`src/rtl/fft_result_reader.sv`:
```
// Purpose: read side of the 64-point FFT working RAM. Sweeps bins two per
//   fetch, converts each complex bin to |re|+|im| and streams (bin, magnitude)
//   over valid/ready while tracking the peak bin. Never writes the RAM.
// Latency: 3 cycles per bin pair with out_ready high (FETCH, EMIT_A, EMIT_B).
// Backpressure: out_ready low holds the current word in EMIT_A/EMIT_B
//   indefinitely. The RAM is not re-read because the data is already registered.
// Ports:
//   clk, reset (async, active-high), start (one-cycle pulse, IDLE only)
//   address_a/address_b -> RAM read addresses; q_a/q_b <- {re[31:16], im[15:0]}
//   out_valid/out_ready/out_bin/out_mag : result stream
//   peak_bin/peak_mag : largest magnitude seen this sweep; busy, done status
module fft_result_reader #(
  parameter int NUM_BINS    = 32,
  parameter bit BIT_REVERSE = 1'b0,
  parameter bit SKIP_DC     = 1'b1
) (
  input  logic        clk,
  input  logic        reset,
  input  logic        start,
  output logic [5:0]  address_a,
  output logic [5:0]  address_b,
  input  logic [31:0] q_a,
  input  logic [31:0] q_b,
  output logic        out_valid,
  input  logic        out_ready,
  output logic [5:0]  out_bin,
  output logic [16:0] out_mag,
  output logic [5:0]  peak_bin,
  output logic [16:0] peak_mag,
  output logic        busy,
  output logic        done
);

  typedef enum logic [2:0] {IDLE, FETCH, EMIT_A, EMIT_B, DONE} state_t;

  localparam logic [4:0] K_LAST = 5'(NUM_BINS / 2 - 1);

  state_t      state, state_nxt;
  logic [4:0]  k;
  logic [16:0] mag_a, mag_b;
  logic [5:0]  bin_a, bin_b;
  logic        accept;
  logic        peak_hit;

  function automatic logic [5:0] bitrev6(input logic [5:0] x);
    logic [5:0] r;
    for (int i = 0; i < 6; i++) r[i] = x[5-i];
    return r;
  endfunction

  // Sign-extend to 17 bits first so that |-32768| = 32768 is representable.
  function automatic logic [16:0] abs17(input logic [15:0] x);
    logic [16:0] sx;
    sx = {x[15], x};
    return x[15] ? (~sx + 17'd1) : sx;
  endfunction

  function automatic logic [16:0] l1mag(input logic [31:0] q);
    return abs17(q[31:16]) + abs17(q[15:0]);
  endfunction

  always_comb begin
    state_nxt = state;
    out_valid = 1'b0;
    out_bin   = 6'd0;
    out_mag   = 17'd0;
    busy      = (state != IDLE);
    done      = 1'b0;
    bin_a     = 6'd0;
    bin_b     = 6'd0;
    unique case (state)
      IDLE: begin
        if (start) state_nxt = FETCH;
      end
      FETCH: begin
        bin_a     = {k, 1'b0};
        bin_b     = {k, 1'b1};
        state_nxt = EMIT_A;
      end
      EMIT_A: begin
        out_valid = 1'b1;
        out_bin   = {k, 1'b0};
        out_mag   = mag_a;
        if (out_ready) state_nxt = EMIT_B;
      end
      EMIT_B: begin
        out_valid = 1'b1;
        out_bin   = {k, 1'b1};
        out_mag   = mag_b;
        if (out_ready) state_nxt = (k == K_LAST) ? DONE : FETCH;
      end
      DONE: begin
        done      = 1'b1;
        state_nxt = IDLE;
      end
      default: state_nxt = IDLE;
    endcase
  end

  assign address_a = BIT_REVERSE ? bitrev6(bin_a) : bin_a;
  assign address_b = BIT_REVERSE ? bitrev6(bin_b) : bin_b;

  assign accept   = out_valid && out_ready;
  // Strict greater-than keeps the lowest index on ties (bins arrive in order).
  assign peak_hit = accept && (out_mag > peak_mag) &&
                    !(SKIP_DC && (out_bin == 6'd0));

  always_ff @(posedge clk or posedge reset) begin
    if (reset) begin
      state    <= IDLE;
      k        <= 5'd0;
      mag_a    <= 17'd0;
      mag_b    <= 17'd0;
      peak_bin <= 6'd0;
      peak_mag <= 17'd0;
    end else begin
      state <= state_nxt;
      if (state == IDLE && start) begin
        k        <= 5'd0;
        peak_bin <= 6'd0;
        peak_mag <= 17'd0;
      end
      if (state == FETCH) begin
        mag_a <= l1mag(q_a);
        mag_b <= l1mag(q_b);
      end
      if (state == EMIT_B && out_ready && k != K_LAST) k <= k + 5'd1;
      if (peak_hit) begin
        peak_bin <= out_bin;
        peak_mag <= out_mag;
      end
    end
  end

endmodule

```
`config.mk`:
```
export PLATFORM = sky130hd
export DESIGN_NAME = fft_result_reader
export DESIGN_NICKNAME = d
export VERILOG_FILES = /design/src/rtl/fft_result_reader.sv
export SDC_FILE = /design/constraint.sdc
export NUM_CORES = 1
export LEC_CHECK = 0
export CORE_MARGIN = 4
export CORE_UTILIZATION = 65
export CTS_BUF_LIST = sky130_fd_sc_hd__clkbuf_8
export CTS_CLUSTER_SIZE = 25
export DETAILED_ROUTE_END_ITERATION = 8
export DONT_BUFFER_PORTS = 1
export PLACE_DENSITY = 0.81
export SLEW_MARGIN = 30
export SYNTH_ARGS = -nofsm -noshare
export SYNTH_HDL_FRONTEND = slang
export SYNTH_SLANG_ARGS = --single-unit
```
`constraint.sdc`:
```
create_clock -name clk -period 3.4 [get_ports clk]
set_input_delay 0 -clock clk [delete_from_list [all_inputs] [get_ports clk]]
set_output_delay 0 -clock clk [all_outputs]
set_load 0.02 [all_outputs]
```
### Word-level counts from Yosys, hierarchy flattened

Index checks and enable logic that the tools add are counted.

| word-level totals | value |
|---|---|
| output and inout bits | 61 |
| flip-flop bits (word level) | 65 |
| bits of input ports | 68 |
| word-level logic and storage cells | 62 |

| cells by class | value |
|---|---|
| eq/ne operators | 9 |
| muxes and demuxes | 21 |
| $add $sub $neg | 7 |
| order comparisons | 1 |
| bitwise gates (word level) | 4 |
| reductions and logical operators | 14 |

Operator list:

| operator | count |
|---|---|
| 2-to-1 mux 17 bit | 6 |
| adder 17 x 1 -> 17 bit, second input constant | 4 |
| NOT 17 bit | 4 |
| adder 17 bit | 2 |
| one-hot mux 17 bit (2 select lines) | 1 |
| 2-to-1 mux 6 bit | 4 |
| > comparator 17 bit | 1 |
| 2-to-1 mux 3 bit | 4 |
| one-hot mux 3 bit (4 select lines) | 1 |
| one-hot mux 6 bit (2 select lines) | 1 |
| 2-to-1 mux 5 bit | 2 |
| == test 3 x 2 -> 1 bit, second input constant | 2 |
| logical AND 1 bit | 6 |
| logical NOT 6 bit | 1 |
| inequality test 2 bit, second input constant | 3 |
| adder 5 x 1 -> 5 bit, second input constant | 1 |
| == test 5 x 4 -> 1 bit, second input constant | 1 |
| inequality test 5 x 4 -> 1 bit, second input constant | 1 |
| nonzero test 2 bit | 2 |
| == test 3 x 1 -> 1 bit, second input constant | 1 |
| == test 3 bit, second input constant | 1 |
| logical NOT 3 bit | 1 |
| AND reduction 3 bit | 1 |
| nonzero test 3 bit | 1 |
| 3 further kinds | 4 |

### Depth between registers and ports, before layout

Gate-level depths: netlist (run 1).

| logic depth | value |
|---|---|
| word-level depth | 7 |
| gate-level depth with buffers | 14 |
| depth with buffers taken out | 13 |

### Least setup slack after synthesis (run 1)

Ideal clock, no wire load.

| timing path | value |
|---|---|
| path kind | register to register |
| from | register state[0] |
| to | register peak_mag[14] |
| data required time | 3.275 ns |
| path slack | 0.049 ns |
| data arrival time | 3.226 ns |
| cell stages (with the launch flop) | 14 |
| period minus slack after synthesis | 3.351 ns |
| cells stage by stage | dfrtp_1 > buf_2 > buf_1 > mux2i_1 > nor2_1 > ha_1 > a21o_1 > a21o_1 > a211oi_1 > o21ai_0 > a21oi_1 > nor3_2 > buf_2 > mux2_2 |

| on the way | value |
|---|---|
| elaborated cells between the ends (all ways) | 16 |
| classes of those cells | 1 x order compare; 2 x eq/ne; 4 x mux; 9 x reduce/logical |

RTL lines:

| what | RTL line | RTL |
|---|---|---|
| from (decl) | 38 | `state_t state, state_nxt;` |
| from (signal assigned) | 117 | `state <= state_nxt;` |
| == test 3 x 2 -> 1 bit | 71 | `unique case (state)` |
| one-hot mux 17 bit (2 select lines) * | 71 |  |
| net out_mag[2] | 27 | `output logic [16:0] out_mag,` |
| > comparator 17 bit * | 105 | `assign peak_hit = accept && (out_mag > peak_mag) &&` |
| logical AND 1 bit * (2 in a row) | 105 |  |
| 2-to-1 mux 17 bit or nonzero test 2 bit (tied branches) | - |  |
| to (signal assigned) | 130 | `peak_mag <= out_mag;` |
| to (decl) | 29 | `output logic [16:0] peak_mag,` |

Mark *: on every way through the listed nets, which the timed path passes. The rest lies on a longest branch.
A chain may end at the register's enable or synchronous reset.

### Worst setup path after layout (run 1)

| timing path | value |
|---|---|
| from | register state[0] |
| to | register peak_bin[3] |

| on the way | value |
|---|---|
| word-level cells in the longest chain between the ends | 7 |
| elaborated cells between the ends (all ways) | 16 |
| classes of those cells | 1 x order compare; 2 x eq/ne; 4 x mux; 9 x reduce/logical |

Ends and longest elaborated chain:

| what | RTL line | RTL |
|---|---|---|
| parallel branches: the longest is 7 deep, another holds > comparator 17 bit | - |  |
| to (signal assigned) | 129 | `peak_bin <= out_bin;` |
| to (decl) | 28 | `output logic [5:0] peak_bin,` |

Parallel ways; which one is timed is not known.

==> run_results.csv, run 1 <==
group,metric,value,unit
routing,vias_per_cell,6.33,
setup_path,rr_startpoint,"state[0]$_DFFE_PP0P_",
place,place_area,6150,um^2
setup_path,critPathKind,"flip-flop to flip-flop",
sta,fin_crit_sh,95.1,%
global_routing,grtUsageTotal,27.0,%
die,die_height,104,um
place,routabilityCongestion,0.884,
worst_hold_path,hold_path_depth,4,
clock_tree,cts_buffers,9,
routing,drt_iter0_drc,325,
global_routing,overflow,0,
sta,final_hold_viol_count,0,
layout,num-fill-cells,665,
synth,syn_area_per_cell,8.25,um^2
setup_path,cp_num_buf_inv,3,
routing,wl_per_cell,17.5,um
pwr,cellPowerDensity,800,nW/um^2
setup_path,cp_max_fo,26,
routing,via_count,5385,
worst_hold_path,hold_end,"mag_b[1]$_DFFE_PP0P_",
clock_tree,cts-root-buf,"clkbuf_8",
pwr,p_seq_share,28.3,%
worst_hold_path,hold_class,"input pin to flip-flop",
routing,drt_pass1_iterations,6,
synth,yosysSeqAreaShare,27.1,%
setup_path,path_cells,"buf_6 > mux2i_1 > nor2_1 > ha_1 > nand4_1 > nor2_1 > a211oi_1 > o21ai_0 > a21oi_1 > nor3_4 > buf_4 > buf_4 > mux2i_1",
sta,rsz0062_at_grt,"no",
layout,antennaDiodeCount,0,
pwr,p_int,2720,uW
synth,yosys_warnings,0,
status,status,"completed",
setup_path,critPathRequiredTime,3.67,ns
synth,syn_inst,728,
synth,synth_edf_count,0,
global_routing,grt_pass1_vias,5188,
layout,area_growth,8.18,%
layout,fin_area,6500,um^2
die,rows,34,
layout,fin_cells,851,
layout,final_common_cell,"nand2_1",
setup_path,cpLargestDelayFamily,"buffers and inverters",
pwr,combPwrFrac,57.3,%
pwr,p_sw_share,47.7,%
sta,worst_slew_pin_slew,0.944,ns
global_routing,grt_max_degree,40,
sta,fin_skew,0.0186,ns
job,maxCapViolCount,0,
place,port_buffers,0,
synth,synth-async-reset-ratio,100,%
sta,relSlewSlack,36.9,%
routing,drc,0,
place,dp.cells,823,
clock_tree,cts.htree.levels,3,
die,initial_core_util,67.9,%
pwr,clockPowerShare,14.4,%
synth,synth_seq_cells,65,
setup_path,worstSetupEndpointType,"flip-flop",
sta,fmax,0.309,GHz
layout,nNetsFinal,863,
pwr,netSwitchingPower,2480,uW
global_routing,grt_pass1_wl,24800,um
routing,wirelength,14900,um
die,die_x,104,um
sta,slew_violations,0,
clock_tree,clk_pin_slew,0.09,ns
synth,synth_fp_nets,853,
setup_path,r2r_slack,0.17,ns
clock_tree,cts_tree,"done",
setup_path,cp.arrival,3.51,ns
die,die_area,10800,um^2
synth,synth_ff_type,"dfrtp_1",
worst_hold_path,hp-start,"q_b[15]",
synth,synthDistinctLibCells,57,
die,ios,129,
clock_tree,cts.sinks,65,
global_routing,antenna_found_initial,0,
die,design.core.area,8850,um^2
setup_path,worstReg2RegEnd,"peak_bin[3]$_DFFE_PP0P_",
clock_tree,clk_latency,0.36,ns
sta,report.final.setup_viol,0,
place,place_hpwl,11600,um
clock_tree,cts_buffer_depth,2,
setup_path,cpPeakStageDelay,0.54,ns
sta,min_period,3.23,ns
setup_path,startpoint_type,"flip-flop",
layout,drive_gt1_share,9.83,%
pwr,p_leak,0.00300,uW
setup_path,worstRegToRegCells,13,
routing,drtAntennaViolNets,0,
pwr,power,5200,uW
synth,synth.cell_area,6010,um^2
setup_path,crit_slowest_cell,"dfrtp_1",
layout,final_cell_mix,"95 x nand2_1, 70 x o21ai_0, 65 x dfrtp_1",
pwr,ir_drop,0.405,mV
sta,finalSetupTns,0,ns
cell type report:
class / count / area, um^2 / area share, %
Clock buffer: 9 / 124 / 1.91
Inverter: 56 / 210 / 3.23
Multi-Input combinational cell: 574 / 4040 / 62.2
Tap cell: 108 / 135 / 2.08
Sequential cell: 65 / 1630 / 25.0
Timing Repair Buffer: 32 / 262 / 4.02
Clock inverter: 7 / 100 / 1.54
registers in the layout, summed over array words and instances, names as in the netlist:
signal	cells
k	5
mag_a	17
mag_b	17
peak_bin	6
peak_mag	17
state	3
repair_timing:
action,4_1_cts,5_1_grt
endpoints found under the hold margin,59,0
setup endpoints to repair,0,18
hold buffers,7,0
setup buffers,0,5
resized for setup,0,6
logic make-up after synthesis:
kind of cell | Yosys count | synth area share, %
AO/OA/AOI/OAI | 183 | 19.2
XOR/XNOR | 77 | 11.2
adder cells (fa/ha/maj) | 57 | 12.1
buffers and inverters | 89 | 6.04
flip-flops | 65 | 27.1
multiplexers | 40 | 7.02
other | 1 | 0.0624
AND/OR/NAND/NOR | 216 | 17.3
layer usage:
layer  up-vias  share of wire (%)  GRT usage (%)
met5         -                  0              0
met4         0                1.9           7.69
met3        27                6.8           6.02
met1      2561                 43           35.0
met2       192                 48           45.5
li1       2605                  -              -
stage by stage:
| step | util, % | hold WS [ns] | setup WS [ns] |
|---|---|---|---|
| after floorplan | - | 0.104 | 0.0494 |
| after global placement | 69.5 | -0.0479 | 0.319 |
| after detailed placement | 69.5 | -0.0401 | 0.185 |
| after CTS | 72.9 | 0.109 | 0.133 |
| after global routing | 73.5 | 0.178 | 0.00000600 |
| final | 73.5 | 0.120 | 0.165 |
worst reg2reg max path: cells and delay by family, from the launching register on:
family,cells,cell delay (ns)
buffers and inverters,3,0.71
AND/OR/NAND/NOR,4,0.68
flip-flops,1,0.54
AO/OA/AOI/OAI,3,0.44
multiplexers,2,0.44
adder cells (fa/ha/maj),1,0.32
power by group through the flow:
stage | clock (uW) | sequential [uW] | combinational, uW
6_report | 750 | 1470 | 2980
5_1_grt | 786 | 1500 | 3300
4_1_cts | 754 | 1460 | 2870
3_5_place_dp | 0 | 1480 | 2820
3_3_place_gp | 0 | 1470 | 2710
2_1_floorplan | 0 | 1360 | 2210
cells in the mapped netlist, types with 3 or more instances:
master | count | area, um^2
xor2_1 | 16 | 140
o31ai_1 | 17 | 128
o311ai_0 | 4 | 35.0
dfrtp_1 | 65 | 1630
mux2i_1 | 23 | 230
a21oi_1 | 42 | 210
o41ai_1 | 4 | 35.0
o21bai_1 | 5 | 37.5
a2111oi_0 | 3 | 26.3
a211oi_1 | 5 | 37.5
and3_1 | 7 | 43.8
nor4_1 | 6 | 37.5
or4_1 | 6 | 45.0
nand2_1 | 95 | 357
nand4_1 | 9 | 56.3
o21ai_0 | 70 | 350
clkbuf_1 | 20 | 75.1
nor2b_1 | 3 | 18.8
mux2_2 | 17 | 191
a21o_1 | 11 | 82.6
xnor2_1 | 61 | 534
ha_1 | 55 | 688
nor2_1 | 35 | 131
nand3_1 | 15 | 75.1
nor3_1 | 11 | 55.1
buf_2 | 5 | 25.0
inv_1 | 55 | 206
buf_4 | 6 | 45.0
or3_1 | 6 | 37.5
nand2b_1 | 11 | 68.8
worst max-delay path by stage:
stage                     slack (ns)                  from  cells after the start                        to
final                           0.17  state[0]$_DFFE_PP0P_                     13   peak_bin[3]$_DFFE_PP0P_
after global routing        0.000006  state[0]$_DFFE_PP0P_                     13   peak_bin[3]$_DFFE_PP0P_
after CTS                       0.13  state[0]$_DFFE_PP0P_                     13   peak_bin[1]$_DFFE_PP0P_
after detailed placement        0.19  state[0]$_DFFE_PP0P_                     11   peak_bin[4]$_DFFE_PP0P_
after global placement          0.32  state[0]$_DFFE_PP0P_                     12  peak_mag[13]$_DFFE_PP0P_
after floorplan                 0.05  state[0]$_DFFE_PP0P_                     13  peak_mag[14]$_DFFE_PP0P_
Note: power is estimated with default switching activity, not from simulation.
==> run 2, diff against run 1 <==
--- a/config.mk
+++ b/config.mk
@@ -5,13 +5,13 @@
 export SDC_FILE = /design/constraint.sdc
 export NUM_CORES = 1
 export LEC_CHECK = 0
-export CORE_MARGIN = 4
 export CORE_UTILIZATION = 65
 export CTS_BUF_LIST = sky130_fd_sc_hd__clkbuf_8
 export CTS_CLUSTER_SIZE = 25
 export DETAILED_ROUTE_END_ITERATION = 8
 export DONT_BUFFER_PORTS = 1
 export PLACE_DENSITY = 0.81
+export SKIP_CTS_REPAIR_TIMING = 1
 export SLEW_MARGIN = 30
 export SYNTH_ARGS = -nofsm -noshare
 export SYNTH_HDL_FRONTEND = slang
==> run_results.csv, run 2 (synthesis gave the netlist of run 1 again) <==
group,metric,value,unit
sta,whs,-0.0311,ns
routing,drc,10,
routing,drt_pass1_iterations,8,
layout,area_growth,7.43,%
layout,nNetsFinal,857,
status,status,"finished, violations left",
routing,vias_per_cell,6.27,
layout,final_common_cell,"nand2_1",
clock_tree,clk_latency,0.35,ns
sta,worst_slew_pin_slew,0.777,ns
sta,relSlewSlack,48.1,%
setup_path,critPathKind,"flip-flop to flip-flop",
routing,wirelength,14500,um
clock_tree,cts_buffers,9,
global_routing,grt_pass1_wl,23700,um
layout,reg_top3,"mag_a (17), mag_b (17), peak_mag (17)",
clock_tree,cts_buffer_depth,2,
sta,rsz0062_at_grt,"no",
routing,via_count,5300,
status,violations,"design-rule violations, negative hold slack",
setup_path,critPathRequiredTime,3.64,ns
place,place_hpwl,11200,um
global_routing,grt_max_degree,44,
sta,finalSetupTns,0,ns
layout,final_cell_mix,"95 x nand2_1, 70 x o21ai_0, 65 x dfrtp_1",
die,initial_core_util,67.9,%
setup_path,cp_max_fo,31,
die,design.core.area,8850,um^2
die,ios,129,
die,rows,34,
layout,drive_gt1_share,8.55,%
setup_path,cp_num_buf_inv,3,
global_routing,overflow,0,
place,port_buffers,0,
sta,fmax,0.324,GHz
pwr,p_leak,0.00297,uW
setup_path,r2r_slack,0.31,ns
die,die_height,98.1,um
pwr,ir_drop,0.377,mV
routing,drt_iter0_drc,261,
layout,antennaDiodeCount,0,
setup_path,cp.arrival,3.33,ns
clock_tree,cts.htree.levels,3,
setup_path,cpPeakStageDelay,0.41,ns
place,routabilityCongestion,0.889,
global_routing,grtUsageTotal,30.6,%
clock_tree,clk_pin_slew,0.09,ns
routing,wl_per_cell,17.2,um
sta,report.final.setup_viol,0,
routing,drtAntennaViolNets,0,
worst_hold_path,hold_class,"input pin to flip-flop",
global_routing,antenna_found_initial,0,
job,maxCapViolCount,0,
setup_path,crit_slowest_cell,"dfrtp_1",
setup_path,startpoint_type,"flip-flop",
sta,slew_violations,0,
clock_tree,cts.sinks,65,
global_routing,grt_pass1_vias,5205,
die,die_x,98.1,um
pwr,cellPowerDensity,795,nW/um^2
setup_path,cpLargestDelayFamily,"compound AO/OA/AOI/OAI gates",
setup_path,worstSetupEndpointType,"flip-flop",
layout,postLayoutCoreUtil,72.9,%
sta,fin_crit_sh,90.9,%
clock_tree,cts-root-buf,"clkbuf_8",
sta,final_hold_viol_count,7,
die,die_area,9630,um^2
setup_path,path_cells,"buf_12 > mux2i_1 > nor2_1 > ha_1 > a21o_1 > a21o_1 > a211oi_1 > o21ai_0 > a21oi_1 > nor3_4 > buf_4 > buf_4 > mux2i_1",
clock_tree,cts_tree,"done",
sta,min_period,3.09,ns
sta,fin_skew,0.0176,ns
==> run 2: cell types whose count changed in the layout (fill, tap and decap cells not counted), sizes merged <==
cell	change
inv	-1
clkinv	+1
buf	-6
==> run 2: tightest hold or removal path, cell delays in order <==
cell and delay, ns:
nand2_1 0.12, nand2_1 0.11, mux2i_1 0.06
==> run 2: worst paths after layout <==
| check | startpoint | to | cells past startpoint |
|---|---|---|---|
| min in group asynchronous | reset | mag_a[2]$_DFFE_PP0P_ | 2 |
| min reg2reg | mag_b[0]$_DFFE_PP0P_ | mag_b[0]$_DFFE_PP0P_ | 2 |
| max reg2reg | state[0]$_DFFE_PP0P_ | peak_mag[0]$_DFFE_PP0P_ | 13 |
| min | start | peak_bin[1]$_DFFE_PP0P_ | 3 |
| max | state[0]$_DFFE_PP0P_ | peak_mag[0]$_DFFE_PP0P_ | 13 |
| max in group asynchronous | reset | peak_mag[0]$_DFFE_PP0P_ | 3 |
==> run 2: where the power goes <==
part | internal [uW] | leakage [uW] | switching, uW
combinational | 1150 | 0.00203 | 1800
clock | 419 | 0.000114 | 338
sequential | 1100 | 0.000823 | 324
==> run 2: layout make-up <==
| cell class | instances | area (um^2) |
|---|---|---|
| Sequential cell | 65 | 1630 |
| Clock inverter | 7 | 100 |
| Clock buffer | 9 | 124 |
| Multi-Input combinational cell | 574 | 4030 |
| Fill cell | 691 | 2390 |
| Timing Repair Buffer | 26 | 225 |
| Inverter | 56 | 211 |
| Tap cell | 108 | 135 |
==> run 2: per-stage QoR <==
| step | instance area, um^2 | worst slack, ns | hold slack (ns) | total power, uW | std cells |
|---|---|---|---|---|---|
| after floorplan | 6010 | 0.0494 | 0.104 | 3570 | 728 |
| after global placement | 6160 | 0.331 | 0.103 | 4180 | 822 |
| after detailed placement | 6160 | 0.265 | 0.109 | 4300 | 822 |
| after CTS | 6380 | 0.213 | -0.261 | 5080 | 838 |
| after global routing | 6450 | 0.141 | 0.00138 | 5510 | 845 |
| final | 6450 | 0.310 | -0.0311 | 5130 | 845 |
==> run 2: layer usage <==
layer | vias up | track usage [%] | wire length, um
met5 | - | 0 | 0
met4 | 0 | 9.99 | 296
met2 | 185 | 53.2 | 7190
met3 | 27 | 5.44 | 967
met1 | 2509 | 38.6 | 6050
li1 | 2579 | - | -
